File: config.mk
export PLATFORM = sky130hd
export DESIGN_NAME = sysid_reader
export DESIGN_NICKNAME = d
export VERILOG_FILES = /design/src/rtl/sysid_reader.sv
export SDC_FILE = /design/constraint.sdc
export NUM_CORES = 1
export LEC_CHECK = 0
export ABC_AREA = 1
export BUFFER_PORTS_ARGS = -buffer_cell sky130_fd_sc_hd__buf_2
export CAP_MARGIN = 25
export CORE_MARGIN = 1.5
export CORE_UTILIZATION = 50
export DETAILED_ROUTE_END_ITERATION = 12
export HOLD_SLACK_MARGIN = 0.1
export MAX_ROUTING_LAYER = met4
export PLACE_DENSITY = 0.81
export SKIP_LAST_GASP = 1
export SYNTH_ARGS = -nofsm -noshare
export SYNTH_HDL_FRONTEND = slang
export SYNTH_SLANG_ARGS = --single-unit
File: constraint.sdc
create_clock -name clock -period 2.2 [get_ports clock]
set_input_delay 0.11 -clock clock [delete_from_list [all_inputs] [get_ports clock]]
set_output_delay 0.11 -clock clock [all_outputs]
set_load 0.02 [all_outputs]
File: src/rtl/sysid_reader.sv
`default_nettype none
// ============================================================================
// Module   : sysid_reader
// Purpose  : Reads the two words of an Avalon-MM system-ID slave (ID word at
//            address 0, build timestamp at address 1) on request, captures
//            them, and reports whether both equal the expected values.
// Ports    : clock            - single clock, rising edge
//            reset            - synchronous active-high reset
//            start            - one-cycle request to run a check
//            avm_address      - 0 = ID word, 1 = timestamp word
//            avm_read         - Avalon-MM read strobe
//            avm_readdata     - read data from the sysid slave
//            avm_waitrequest  - slave stall
//            id_value         - captured ID word
//            ts_value         - captured timestamp word
//            busy             - high while a check is in progress
//            done             - one-cycle pulse when a check completes
//            match            - sticky: both words matched
//            timeout          - sticky: last check aborted on a stall
// Config   : define SYSID_READER_TIMEOUT_EN to add a per-read stall counter
//            that aborts a read after TIMEOUT_CYC stalled cycles. Without
//            it, reads wait indefinitely and timeout is tied to 0.
// Revision : 1.0 - initial release
// ============================================================================
module sysid_reader #(
    parameter logic [31:0] EXPECTED_ID = 32'h0000_0000,
    parameter logic [31:0] EXPECTED_TS = 32'h5D30_0000,
    parameter int unsigned TIMEOUT_CYC = 255
) (
    input  logic        clock,
    input  logic        reset,
    input  logic        start,
    output logic        avm_address,
    output logic        avm_read,
    input  logic [31:0] avm_readdata,
    input  logic        avm_waitrequest,
    output logic [31:0] id_value,
    output logic [31:0] ts_value,
    output logic        busy,
    output logic        done,
    output logic        match,
    output logic        timeout
);

    // Parameter sanity check at elaboration time.
    if ((TIMEOUT_CYC < 1) || (TIMEOUT_CYC > 65535)) begin : g_timeout_range_check
        $error("sysid_reader: TIMEOUT_CYC must be in 1..65535");
    end

    typedef enum logic [1:0] {
        IDLE   = 2'd0,
        RD_ID  = 2'd1,
        RD_TS  = 2'd2,
        FINISH = 2'd3
    } state_t;

    state_t      r_state;
    state_t      w_state_next;
    logic        r_rd_active;
    logic        w_rd_active_next;
    logic        w_start_acc;
    logic        w_cap_id;
    logic        w_cap_ts;
    logic [31:0] r_id_value;
    logic [31:0] r_ts_value;
    logic        r_match;

`ifdef SYSID_READER_TIMEOUT_EN
    localparam logic [15:0] C_TIMEOUT_LAST = 16'(TIMEOUT_CYC - 1);

    logic [15:0] r_stall_cnt;
    logic        w_cnt_clr;
    logic        w_cnt_inc;
    logic        w_abort;
    logic        r_timeout;
`endif

    // ------------------------------------------------------------------
    // State register. Reset has priority, so a start coincident with
    // reset is dropped and an in-flight read strobe falls next cycle.
    // ------------------------------------------------------------------
    always_ff @(posedge clock) begin
        if (reset) begin
            r_state     <= IDLE;
            r_rd_active <= 1'b0;
        end else begin
            r_state     <= w_state_next;
            r_rd_active <= w_rd_active_next;
        end
    end

    // ------------------------------------------------------------------
    // Next-state logic. Each read state spends its first cycle with the
    // strobe low, then raises it; the strobe stays up (address fixed by
    // the state) until the slave releases waitrequest. That first idle
    // cycle of RD_TS is the mandatory gap between the two reads, and the
    // matching one in RD_ID keeps both reads symmetric.
    // ------------------------------------------------------------------
    always_comb begin
        w_state_next     = r_state;
        w_rd_active_next = r_rd_active;
        w_start_acc      = 1'b0;
        w_cap_id         = 1'b0;
        w_cap_ts         = 1'b0;
`ifdef SYSID_READER_TIMEOUT_EN
        w_cnt_clr        = 1'b0;
        w_cnt_inc        = 1'b0;
        w_abort          = 1'b0;
`endif
        case (r_state)
            IDLE: begin
                w_rd_active_next = 1'b0;
                if (start) begin
                    w_start_acc  = 1'b1;
                    w_state_next = RD_ID;
                end
            end
            RD_ID, RD_TS: begin
                if (!r_rd_active) begin
                    w_rd_active_next = 1'b1;
`ifdef SYSID_READER_TIMEOUT_EN
                    w_cnt_clr        = 1'b1;
`endif
                end else if (!avm_waitrequest) begin
                    w_rd_active_next = 1'b0;
                    if (r_state == RD_ID) begin
                        w_cap_id     = 1'b1;
                        w_state_next = RD_TS;
                    end else begin
                        w_cap_ts     = 1'b1;
                        w_state_next = FINISH;
                    end
                end else begin
`ifdef SYSID_READER_TIMEOUT_EN
                    // This stalled cycle is the TIMEOUT_CYC-th one.
                    if (r_stall_cnt == C_TIMEOUT_LAST) begin
                        w_abort          = 1'b1;
                        w_rd_active_next = 1'b0;
                        w_state_next     = FINISH;
                    end else begin
                        w_cnt_inc = 1'b1;
                    end
`endif
                end
            end
            FINISH: begin
                w_rd_active_next = 1'b0;
                w_state_next     = IDLE;
            end
            default: begin
                w_rd_active_next = 1'b0;
                w_state_next     = IDLE;
            end
        endcase
    end

    // ------------------------------------------------------------------
    // Capture and status registers. The match flag is evaluated on the
    // timestamp capture edge using the live read data, so it is valid in
    // the same cycle as the done pulse.
    // ------------------------------------------------------------------
    always_ff @(posedge clock) begin
        if (reset) begin
            r_id_value <= 32'h0;
            r_ts_value <= 32'h0;
            r_match    <= 1'b0;
        end else begin
            if (w_start_acc) begin
                r_match <= 1'b0;
            end
            if (w_cap_id) begin
                r_id_value <= avm_readdata;
            end
            if (w_cap_ts) begin
                r_ts_value <= avm_readdata;
                r_match    <= (r_id_value == EXPECTED_ID) &&
                              (avm_readdata == EXPECTED_TS);
            end
`ifdef SYSID_READER_TIMEOUT_EN
            if (w_abort) begin
                r_match <= 1'b0;
            end
`endif
        end
    end

`ifdef SYSID_READER_TIMEOUT_EN
    // Stall counter: cleared as each read begins, counts strobe-high
    // cycles that the slave stalls.
    always_ff @(posedge clock) begin
        if (reset) begin
            r_stall_cnt <= 16'h0;
            r_timeout   <= 1'b0;
        end else begin
            if (w_cnt_clr) begin
                r_stall_cnt <= 16'h0;
            end else if (w_cnt_inc) begin
                r_stall_cnt <= r_stall_cnt + 16'h1;
            end
            if (w_start_acc) begin
                r_timeout <= 1'b0;
            end else if (w_abort) begin
                r_timeout <= 1'b1;
            end
        end
    end

    assign timeout = r_timeout;
`else
    assign timeout = 1'b0;
`endif

    assign avm_read    = r_rd_active;
    assign avm_address = (r_state == RD_TS);
    assign busy        = (r_state != IDLE);
    assign done        = (r_state == FINISH);
    assign id_value    = r_id_value;
    assign ts_value    = r_ts_value;
    assign match       = r_match;

endmodule
`default_nettype wire

=== Word-level counts from Yosys, hierarchy flattened ===
Cells that the tools add are included.

* Register bits after elaboration: 68
* Logic and storage cells: 40
* Output and inout bits: 70
* Bits of input ports: 36

* Mux-type cells: 20
* Reductions and logical operators: 8
* Eq/ne operators: 7

{| class="wikitable"
|+ Operators with widths
! kind !! count
|-
| $eq A32 B31 Y1 const B || 1
|-
| $logic_not A32 Y1 || 1
|-
| $mux W1 || 15
|-
| $mux W2 || 3
|-
| $ne A2 B2 Y1 const B || 3
|-
| $pmux W2 S3 || 1
|-
| $eq A2 B2 Y1 const B || 2
|-
| $reduce_bool A2 Y1 || 2
|-
| $reduce_or A2 Y1 || 2
|-
| $reduce_and A3 Y1 || 1
|-
| $eq A2 B1 Y1 const B || 1
|-
| $logic_not A2 Y1 || 1
|-
| $pmux W1 S2 || 1
|-
| $logic_and A1 B1 Y1 || 1
|}

=== Logic depth before layout (Yosys ltp) ===
Gate-level depths: netlist of run 1.

* Depth in word-level cells: 6
* Gate-level depth with buffers: 11
* Mapped depth without buffers: 10

=== Worst setup path after synthesis of run 1 ===
No wires, ideal clock.

* Kind: reg-to-reg
* Start point: register r_state[0]
* End point: register r_match, in the netlist match
* Stages on the path, launching flop included: 12
* Path buffers: 1
* Arrival: 1.416 ns
* Path slack: 0.713 ns
* Setup time: 0.070 ns
* Clock period less this slack: 1.487 ns
* Data required time: 2.130 ns
* Cell sequence: dfxtp_1 -> inv_1 -> ha_1 -> buf_4 -> inv_2 -> nor2_4 -> nand2_4 -> inv_4 -> nand2_2 -> nor2_1 -> nand3_1 -> a21oi_1

* Word-level cells in the longest chain between the ends: 6
* Elaborated cells between the ends (all ways): 11
* Those cells by class: eq/ne (2); mux (6); reduce/logical (3)

{| class="wikitable"
|+ RTL lines
! element !! line !! source
|-
| start: declaration || 57 || <nowiki>state_t r_state;</nowiki>
|-
| start signal: assignment || 87 || <nowiki>r_state <= w_state_next;</nowiki>
|-
| $eq A2 B1 Y1 || 110, 126 ||
|-
| $mux W1 || 126 || <nowiki>if (r_state == RD_ID) begin</nowiki>
|-
| $mux W1 || 124 || <nowiki>end else if (!avm_waitrequest) begin</nowiki>
|-
| $mux W1 || 119 || <nowiki>if (!r_rd_active) begin</nowiki>
|-
| $mux W1 || 110 || <nowiki>case (r_state)</nowiki>
|-
| $mux W1 / $reduce_bool A2 Y1 (equally long branches) || - ||
|-
| end signal: assignment || 176 || <nowiki>r_match <= (r_id_value == EXPECTED_ID) &&</nowiki>
|-
| end: declaration || 66 || <nowiki>logic r_match;</nowiki>
|}

Several ways; a longest one is shown, not always the timed one.
A chain may end at the register's enable or synchronous reset.

=== Final worst setup path of run 1 ===
Ends and elaborated chain as after synthesis.

==> results of run 1 <==
## cell usage in the layout, fill, tap and decap left out, types with 2 or more instances in the layout
| cell | Yosys | layout |
|---|---|---|
| a211oi_2 | 9 | 9 |
| nand2_1 | 98 | 98 |
| ha_1 | 4 | 4 |
| clkbuf_8 | 0 | 11 |
| nand4_1 | 30 | 30 |
| inv_1 | 17 | 17 |
| nand3_1 | 3 | 3 |
| a21oi_1 | 55 | 55 |
| buf_2 | 10 | 104 |
| a211oi_1 | 2 | 2 |
| buf_4 | 4 | 12 |
| dfxtp_1 | 68 | 68 |
| clkbuf_1 | 13 | 4 |
| nor2_4 | 2 | 2 |
| nor2_1 | 53 | 53 |
| dlygate4sd3_1 | 0 | 33 |
## flip-flops by register name, indices dropped and copies added (netlist names)
signal,flops
id_value,32
r_state,2
match,1
avm_read,1
ts_value,32
## stage by stage
| stage | utilization | cells | power (uW) | hold slack, ns | cell area (um^2) |
|---|---|---|---|---|---|
| floorplan | - | 380 | 2000 | 0.253 | 2890 |
| global placement | 0.620 | 539 | 2220 | 0.387 | 3440 |
| detailed placement | 0.620 | 539 | 2240 | 0.392 | 3440 |
| CTS | 0.715 | 588 | 3310 | 0.241 | 3960 |
| global route | 0.715 | 588 | 3460 | 0.272 | 3960 |
| finish | 0.715 | 588 | 3320 | 0.242 | 3960 |
## final timing paths
path                                  start                   endpoint  slack, ns  cells past startpoint
hold / removal              avm_waitrequest    r_state[1]$_SDFFE_PP0P_       0.24                      6
hold reg to reg   ts_value[16]$_SDFFE_PP0P_  ts_value[16]$_SDFFE_PP0P_       0.46                      2
setup reg to reg    r_state[0]$_SDFFE_PP0P_         match$_SDFFE_PP0P_       0.27                     10
setup / recovery    r_state[0]$_SDFFE_PP0P_         match$_SDFFE_PP0P_       0.27                     10
## timing repair
action / 4_1_cts / 5_1_grt
hold buffers: 33 / 0
hold endpoints to repair: 63 / 0
buffers inserted: 0 / 0
endpoints found under the setup margin: 0 / 0
## critical path, cell delays in order, from the launching register on
cell and delay, ns:
dfxtp_1 0.38, inv_1 0.08, ha_1 0.34, inv_2 0.06, nor2_4 0.11, nand2_4 0.07, inv_4 0.31, nand2_2 0.09
nor2_1 0.17, nand3_1 0.10, a21oi_1 0.13
## logic make-up (layout without fill, tap and decap cells)
| group | after synthesis | after routing | synth area share |
|---|---|---|---|
| simple gates | 192 | 192 | 0.290 |
| flops | 68 | 68 | 0.472 |
| compound gates | 67 | 67 | 0.141 |
| buf+inv | 48 | 184 | 0.0780 |
| fa+ha+maj | 4 | 4 | 0.0173 |
| other cells | 1 | 1 | 0.00130 |
## final cells by class
class	count	area (um^2)	share of cell area
inverters	19	73.8	0.0186
clock inverters	1	30.0	0.00758
well taps	72	90.1	0.0227
clock buffers	15	166	0.0420
repair buffers	149	941	0.237
multi-input cells	264	1300	0.328
flip-flops and latches	68	1360	0.344
## power breakdown
part | total [uW] | internal (uW) | switching, uW
clock | 1040 | 588 | 447
sequential | 1340 | 1300 | 42.7
combinational | 947 | 295 | 652
## per-layer routing
metal | GRT usage | up-vias | routed length [um]
met4 | 0.196 | 0 | 367
li1 | - | 1521 | -
met3 | 0.0517 | 41 | 630
met1 | 0.355 | 1389 | 3570
met2 | 0.436 | 165 | 4060
met5 | - | - | 0
==> results.txt, run 1 <==
final wirelength: 8.62 mm
Fmax: 518 MHz
count of state elements after synthesis: 68
largest net degree at the start of global routing: 34
CTS H-tree lvls: 3
CTS tree: built
status: finished, final reports clean
Worst EP arrival: 2.21 ns
Pins Over Slew Limit: 0
P per Cell Area: 838 nW/um^2
RSZ-0062 raised after global routing: no
minimum clock period: 1.93 ns
IO Count: 106
CTS root buf: clkbuf_8
Synth Cell Area: 2890 um^2
Ys Warns: 0
peak supply drop: 0.456 mV
syn_nets: 420
Mean Syn Cell Area: 7.60 um^2
Clock transition at path regs: 0.07 ns
Initial DRT Pass Iterations: 6
worst slew pin tran: 0.583 ns
net count reported at finish: 551
starting density of the core: 0.521
Post-CTS Resized: 0
setup TNS: 0 ns
first-pass GRT wire length: 13.6 mm
ANT cells: 0
Vias/cell: 5.30
Min-Delay Path Class: in2reg
critical path class: reg2reg
top post-synthesis cells by count: nand2_1, dfxtp_1, a21oi_1
DIE HEIGHT: 79.0 um
Synth Flop Type: dfxtp_1
Worst setup SP type: flip-flop
post-synth cell types: 25
Syn Inst Count: 380
Core Box Area: 5540 um^2
Worst Path Max Fanout: 33
final weighted congestion in routability-driven placement: 0.877
post-synth top area share: 0.472
overall die area: 6240 um^2
leading area contributor after synthesis: dfxtp_1
row cnt: 27
Area contributors post-synth: dfxtp_1, nand2_1, a21oi_1
leakage: 0.00175 uW
Buffers on Ports: 104
final clock skew: 0.00294 ns
# DRC: 0
Final Hold Viols: 0
DR vias: 3116
routed len/inst: 14.7 um
Worst-Skew Late Latency: 0.34 ns
Layout area overhead: 37.3%
DP HPWL: 5.44 mm
Filler cells: 462
antenna violations before repair: 0
initial drt markers: 254
clock tree buffer depth: 2
number of max-cap violations: 0
Slew headroom: 0.611
Worst setup EP type: flip-flop
Setup-failing EPs final: 0
EDFF count, synth: 0
worst setup margin: 0.269 ns
Sink Count: 68
count leader, synth: nand2_1
DP Worst Slack: 0.289 ns
total CTS buffers: 9
gr usage total: 0.290
Worst Path Required: 2.48 ns
grt total ovfl: 0
die width: 79.0 um
ratio of cells with drive above 1 in the final layout: 0.279
vias in the first global route: 2888
fin crit share: 0.878
Async S/R FF share, synth: 0
register area share after synthesis: 0.472
Routed Antenna Nets: 0
No activity file was read; power rests on OpenSTA's default activity.
==> run 2, diff against run 1 <==
Settings changed: CORE_UTILIZATION 50 to 49, PLACE_DENSITY 0.81 to 0.79.
Clock period 2.2 ns to 1.8 ns, I/O delays scaled along.
==> run 2 against run 1 <==
  * Sequential share of layout area fell by 0.59 points
  * Clock skew rose by 0.0052 ns
  * Clock power rose by 35%
  * Via count fell by 1.5%
  * Combinational power rose by 25%
  * Flip-flop and latch count did not move
  * Power rose by 27%
  * Hold slack got worse by 0.041 ns
  * Core utilization rose by 0.37 points
  * Routed wire length fell by 2.4%
  * First-iteration DRC count fell by 20%
  * Largest power group unchanged
==> results.txt, run 2 (same netlist as run 1, synthesis figures left out) <==
final clock skew: 0.00811 ns
routed len/inst: 14.2 um
setup TNS: 0 ns
Layout area overhead: 39.7%
IO Count: 106
Final Hold Viols: 0
ANT cells: 0
FF/Latch Area: 1360 um^2
placed insts: 542
# DRC: 0
Vias/cell: 5.18
Core Box Area: 5610 um^2
DP HPWL: 5.56 mm
die width: 79.8 um
final weighted congestion in routability-driven placement: 0.886
leakage: 0.00178 uW
Initial DRT Pass Iterations: 5
grt total ovfl: 0
Filler cells: 468
peak supply drop: 0.659 mV
Buffers on Ports: 104
total CTS buffers: 9
final wirelength: 8.41 mm
clock tree buffer depth: 2
net count reported at finish: 555
antenna violations before repair: 0
Setup-failing EPs final: 0
gr usage total: 0.278
Hold Worst Slack: 0.201 ns
Min-Delay Path Class: in2reg
Routed Antenna Nets: 0
critical path class: reg2reg
area of the multi-input gates: 1300 um^2
Worst-Skew Late Latency: 0.35 ns
Worst EP arrival: 1.98 ns
CTS H-tree lvls: 3
starting density of the core: 0.515
first-pass GRT wire length: 13.1 mm
RSZ-0062 raised after global routing: no
initial drt markers: 202
most frequent cells in the layout: buf_2, nand2_1, dfxtp_1
vias in the first global route: 2802
Final Non-Filler Cells: 592
Pins Over Slew Limit: 0
most common cell after layout, fill and taps aside: buf_2
row cnt: 27
post-layout util: 0.719
Worst setup EP type: flip-flop
ratio of cells with drive above 1 in the final layout: 0.287
fin crit share: 0.940
worst setup margin: 0.107 ns
number of max-cap violations: 0
Worst setup SP type: flip-flop
Fmax: 591 MHz
CTS root buf: clkbuf_8
DIE HEIGHT: 79.8 um
overall die area: 6360 um^2
DR vias: 3069
minimum clock period: 1.69 ns
P per Cell Area: 1050 nW/um^2
Sink Count: 68
largest net degree at the start of global routing: 24
Worst Path Required: 2.08 ns
status: finished, final reports clean
Clock transition at path regs: 0.07 ns
Worst Path Max Fanout: 18
CTS tree: built
DP Worst Slack: 0.131 ns
-- run 2: cell count changes in the layout (fill, tap and decap cells not counted), sizes merged --
cell,delta
bufinv,+1
clkbuf,-3
buf,+3
clkinvlp,+1
clkinv,+1
dlygate4sd3,+1
-- run 2: worst paths after layout --
path | start | endpoint | slack [ns] | depth (start not counted)
worst max register to register | r_state[0]$_SDFFE_PP0P_ | match$_SDFFE_PP0P_ | 0.11 | 10
worst max-delay path | r_state[0]$_SDFFE_PP0P_ | match$_SDFFE_PP0P_ | 0.11 | 10
worst min register to register | ts_value[17]$_SDFFE_PP0P_ | ts_value[17]$_SDFFE_PP0P_ | 0.47 | 2
worst min-delay path | avm_waitrequest | ts_value[23]$_SDFFE_PP0P_ | 0.20 | 6
-- run 2: per-stage QoR --
| stage | total power (uW) | cell area, um^2 |
|---|---|---|
| after floorplan | 2440 | 2890 |
| after global placement | 2760 | 3470 |
| after detailed placement | 2780 | 3470 |
| after CTS | 4210 | 4030 |
| after global routing | 4400 | 4030 |
| final | 4220 | 4030 |
-- run 2: per-layer routing --
| metal | up-vias | GRT usage | wire length (um) |
|---|---|---|---|
| li1 | 1523 | - | - |
| met1 | 1391 | 0.335 | 3590 |
| met2 | 130 | 0.421 | 3940 |
| met3 | 25 | 0.0640 | 614 |
| met4 | 0 | 0.171 | 270 |
| met5 | - | - | 0 |
-- run 2: cell type report --
cell class / instances / share of cell area
flip-flops and latches: 68 / 0.338
multi-input cells: 264 / 0.322
repair buffers: 153 / 0.245
clock buffers: 12 / 0.0360
well taps: 72 / 0.0223
inverters: 19 / 0.0189
clock inverters: 4 / 0.0180
-- run 2: worst max-delay path: stages (launching register included) --
cell and delay (ns):
dfxtp_1 0.40, inv_1 0.10, ha_1 0.32, inv_2 0.06, nor2_4 0.11, nand2_4 0.07, inv_6 0.15, nand2_2 0.06
nor2_1 0.14, nand3_1 0.10, a21oi_1 0.12
-- run 2: report_power, final --
group | internal [uW] | switching, uW | leakage [uW]
Clock | 817 | 581 | 0.000107
Sequential | 1580 | 55.2 | 0.000548
Combinational | 384 | 798 | 0.00113
-- run 2: timing repair --
action,4_1_cts,5_1_grt
resized for setup,0,1
setup buffers,0,0
endpoints found under the setup margin,0,1
hold endpoints to repair,63,0
hold buffers,34,0
==> run 3, diff against run 2 <==
Clock period 1.8 ns to 1.7 ns, I/O delays scaled along.
==> run 3 against run 2 <==
  * Final cell count down 0.17%
  * Critical path depth down 2
  * Power up 3.4%
  * Maximum frequency up 6.4%
  * Routed wire length up 2.1%
  * Die area unchanged
  * Final area down 0.16%
  * Non-clock buffer count down 1
  * Clock skew down 0.0045 ns
  * Critical path type unchanged
  * Critical endpoint is now ts_value[6]$_SDFFE_PP0P_
==> results.txt, run 3 (same netlist as run 1, synthesis figures left out) <==
status: finished, final reports clean
die width: 79.8 um
Layout area overhead: 39.4%
worst setup margin: 0.109 ns
ANT cells: 0
Clock transition at path regs: 0.07 ns
net count reported at finish: 554
grt total ovfl: 0
sequential share of power: 0.399
Worst-Skew Late Latency: 0.35 ns
Psw: 1500 uW
setup TNS: 0 ns
internal power: 2870 uW
CTS root buf: clkbuf_8
leakage: 0.00178 uW
Gate power share: 0.291
total CTS buffers: 9
Worst setup SP type: flip-flop
initial drt markers: 182
Overall Power: 4360 uW
IO Count: 106
Min-Delay Path Class: in2reg
sw frac: 0.343
post-route cell area: 4030 um^2
largest net degree at the start of global routing: 24
Routed Antenna Nets: 0
FF/Latch Area: 1360 um^2
first-pass GRT wire length: 13.7 mm
Core Box Area: 5610 um^2
Buffers on Ports: 104
critical path class: reg2reg
minimum clock period: 1.59 ns
DR vias: 3137
Worst setup EP type: flip-flop
overall die area: 6360 um^2
most common cell after layout, fill and taps aside: buf_2
ratio of cells with drive above 1 in the final layout: 0.289
Final Hold Viols: 0
clock tree buffer depth: 2
starting density of the core: 0.515
fin crit share: 0.936
Fmax: 628 MHz
DP Worst Slack: 0.0860 ns
final weighted congestion in routability-driven placement: 0.871
CTS H-tree lvls: 3
Setup-failing EPs final: 0
Worst Path Max Fanout: 23
Pins Over Slew Limit: 0
Placed Instance Area: 3480 um^2
P per Cell Area: 1080 nW/um^2
Initial DRT Pass Iterations: 4
number of max-cap violations: 0
CTS tree: built
row cnt: 27
routed len/inst: 14.5 um
final clock skew: 0.00365 ns
Filler cells: 440
Post-CTS Setup Repair Bufs: 0
Worst EP arrival: 1.86 ns
peak supply drop: 0.658 mV
DIE HEIGHT: 79.8 um
power share of the clock group: 0.310
Vias/cell: 5.31
DP HPWL: 5.62 mm
most frequent cells in the layout: buf_2, nand2_1, dfxtp_1
RSZ-0062 raised after global routing: yes
# DRC: 0
gr usage total: 0.286
Worst Path Required: 1.97 ns
final wirelength: 8.59 mm
area of the multi-input gates: 1300 um^2
Sink Count: 68
antenna violations before repair: 0
vias in the first global route: 2912
==> run 3: cell count changes in the layout (fill, tap and decap cells not counted), sizes merged <==
| cell | delta |
|---|---|
| bufinv | -1 |
| clkbuf | +3 |
| clkinv | -1 |
| clkinvlp | -1 |
| dlygate4sd3 | -1 |
==> run 3: critical path, cell delays in order, from the launching register on <==
cell	delay (ns)
dfxtp_2	0.36
inv_1	0.06
ha_1	0.31
inv_2	0.08
nor2_4	0.04
nand2_4	0.09
buf_4	0.27
nand2_1	0.10
a21oi_1	0.19
==> run 3: cell type report <==
cell class	count	share of cell area
Multi-Input combinational cell	264	0.324
Inverter	19	0.0190
Tap cell	72	0.0224
Clock inverter	1	0.00746
Timing Repair Buffer	152	0.247
Clock buffer	15	0.0413
Sequential cell	68	0.339
==> run 3: per-stage QoR <==
step,cells,utilization,hold slack [ns]
finish,591,0.718,0.119
global route,591,0.718,0.146
CTS,591,0.715,0.109
detailed placement,542,0.621,0.367
global placement,542,0.621,0.357
floorplan,380,-,0.228
==> run 3: path summary, 6_finish.rpt <==
kind                              from                        end  slack [ns]  cells after the start
max            r_state[0]$_SDFFE_PP0P_   ts_value[6]$_SDFFE_PP0P_        0.11                      8
min                              reset  id_value[31]$_SDFFE_PP0P_        0.12                      2
max reg2reg    r_state[0]$_SDFFE_PP0P_   ts_value[6]$_SDFFE_PP0P_        0.11                      8
min reg2reg  ts_value[16]$_SDFFE_PP0P_  ts_value[16]$_SDFFE_PP0P_        0.46                      2
==> run 3: power groups by stage <==
stage / Clock, uW / Sequential, uW / Combinational [uW]
finish: 1350 / 1740 / 1270
global route: 1420 / 1750 / 1380
CTS: 1360 / 1730 / 1230
detailed placement: 0 / 1770 / 1170
global placement: 0 / 1760 / 1140
floorplan: 0 / 1840 / 744
==> run 3: what timing repair did <==
item	4_1_cts	5_1_grt
endpoints found under the hold margin	64	0
hold buffers	33	0
resized for setup	0	6
setup endpoints to repair	0	58
==> run 3: routing by layer <==
metal	vias to the layer above	track usage	wire (um)
met5	-	-	0
met4	0	0.150	235
met3	30	0.0571	648
met2	163	0.459	4080
met1	1427	0.340	3620
li1	1517	-	-
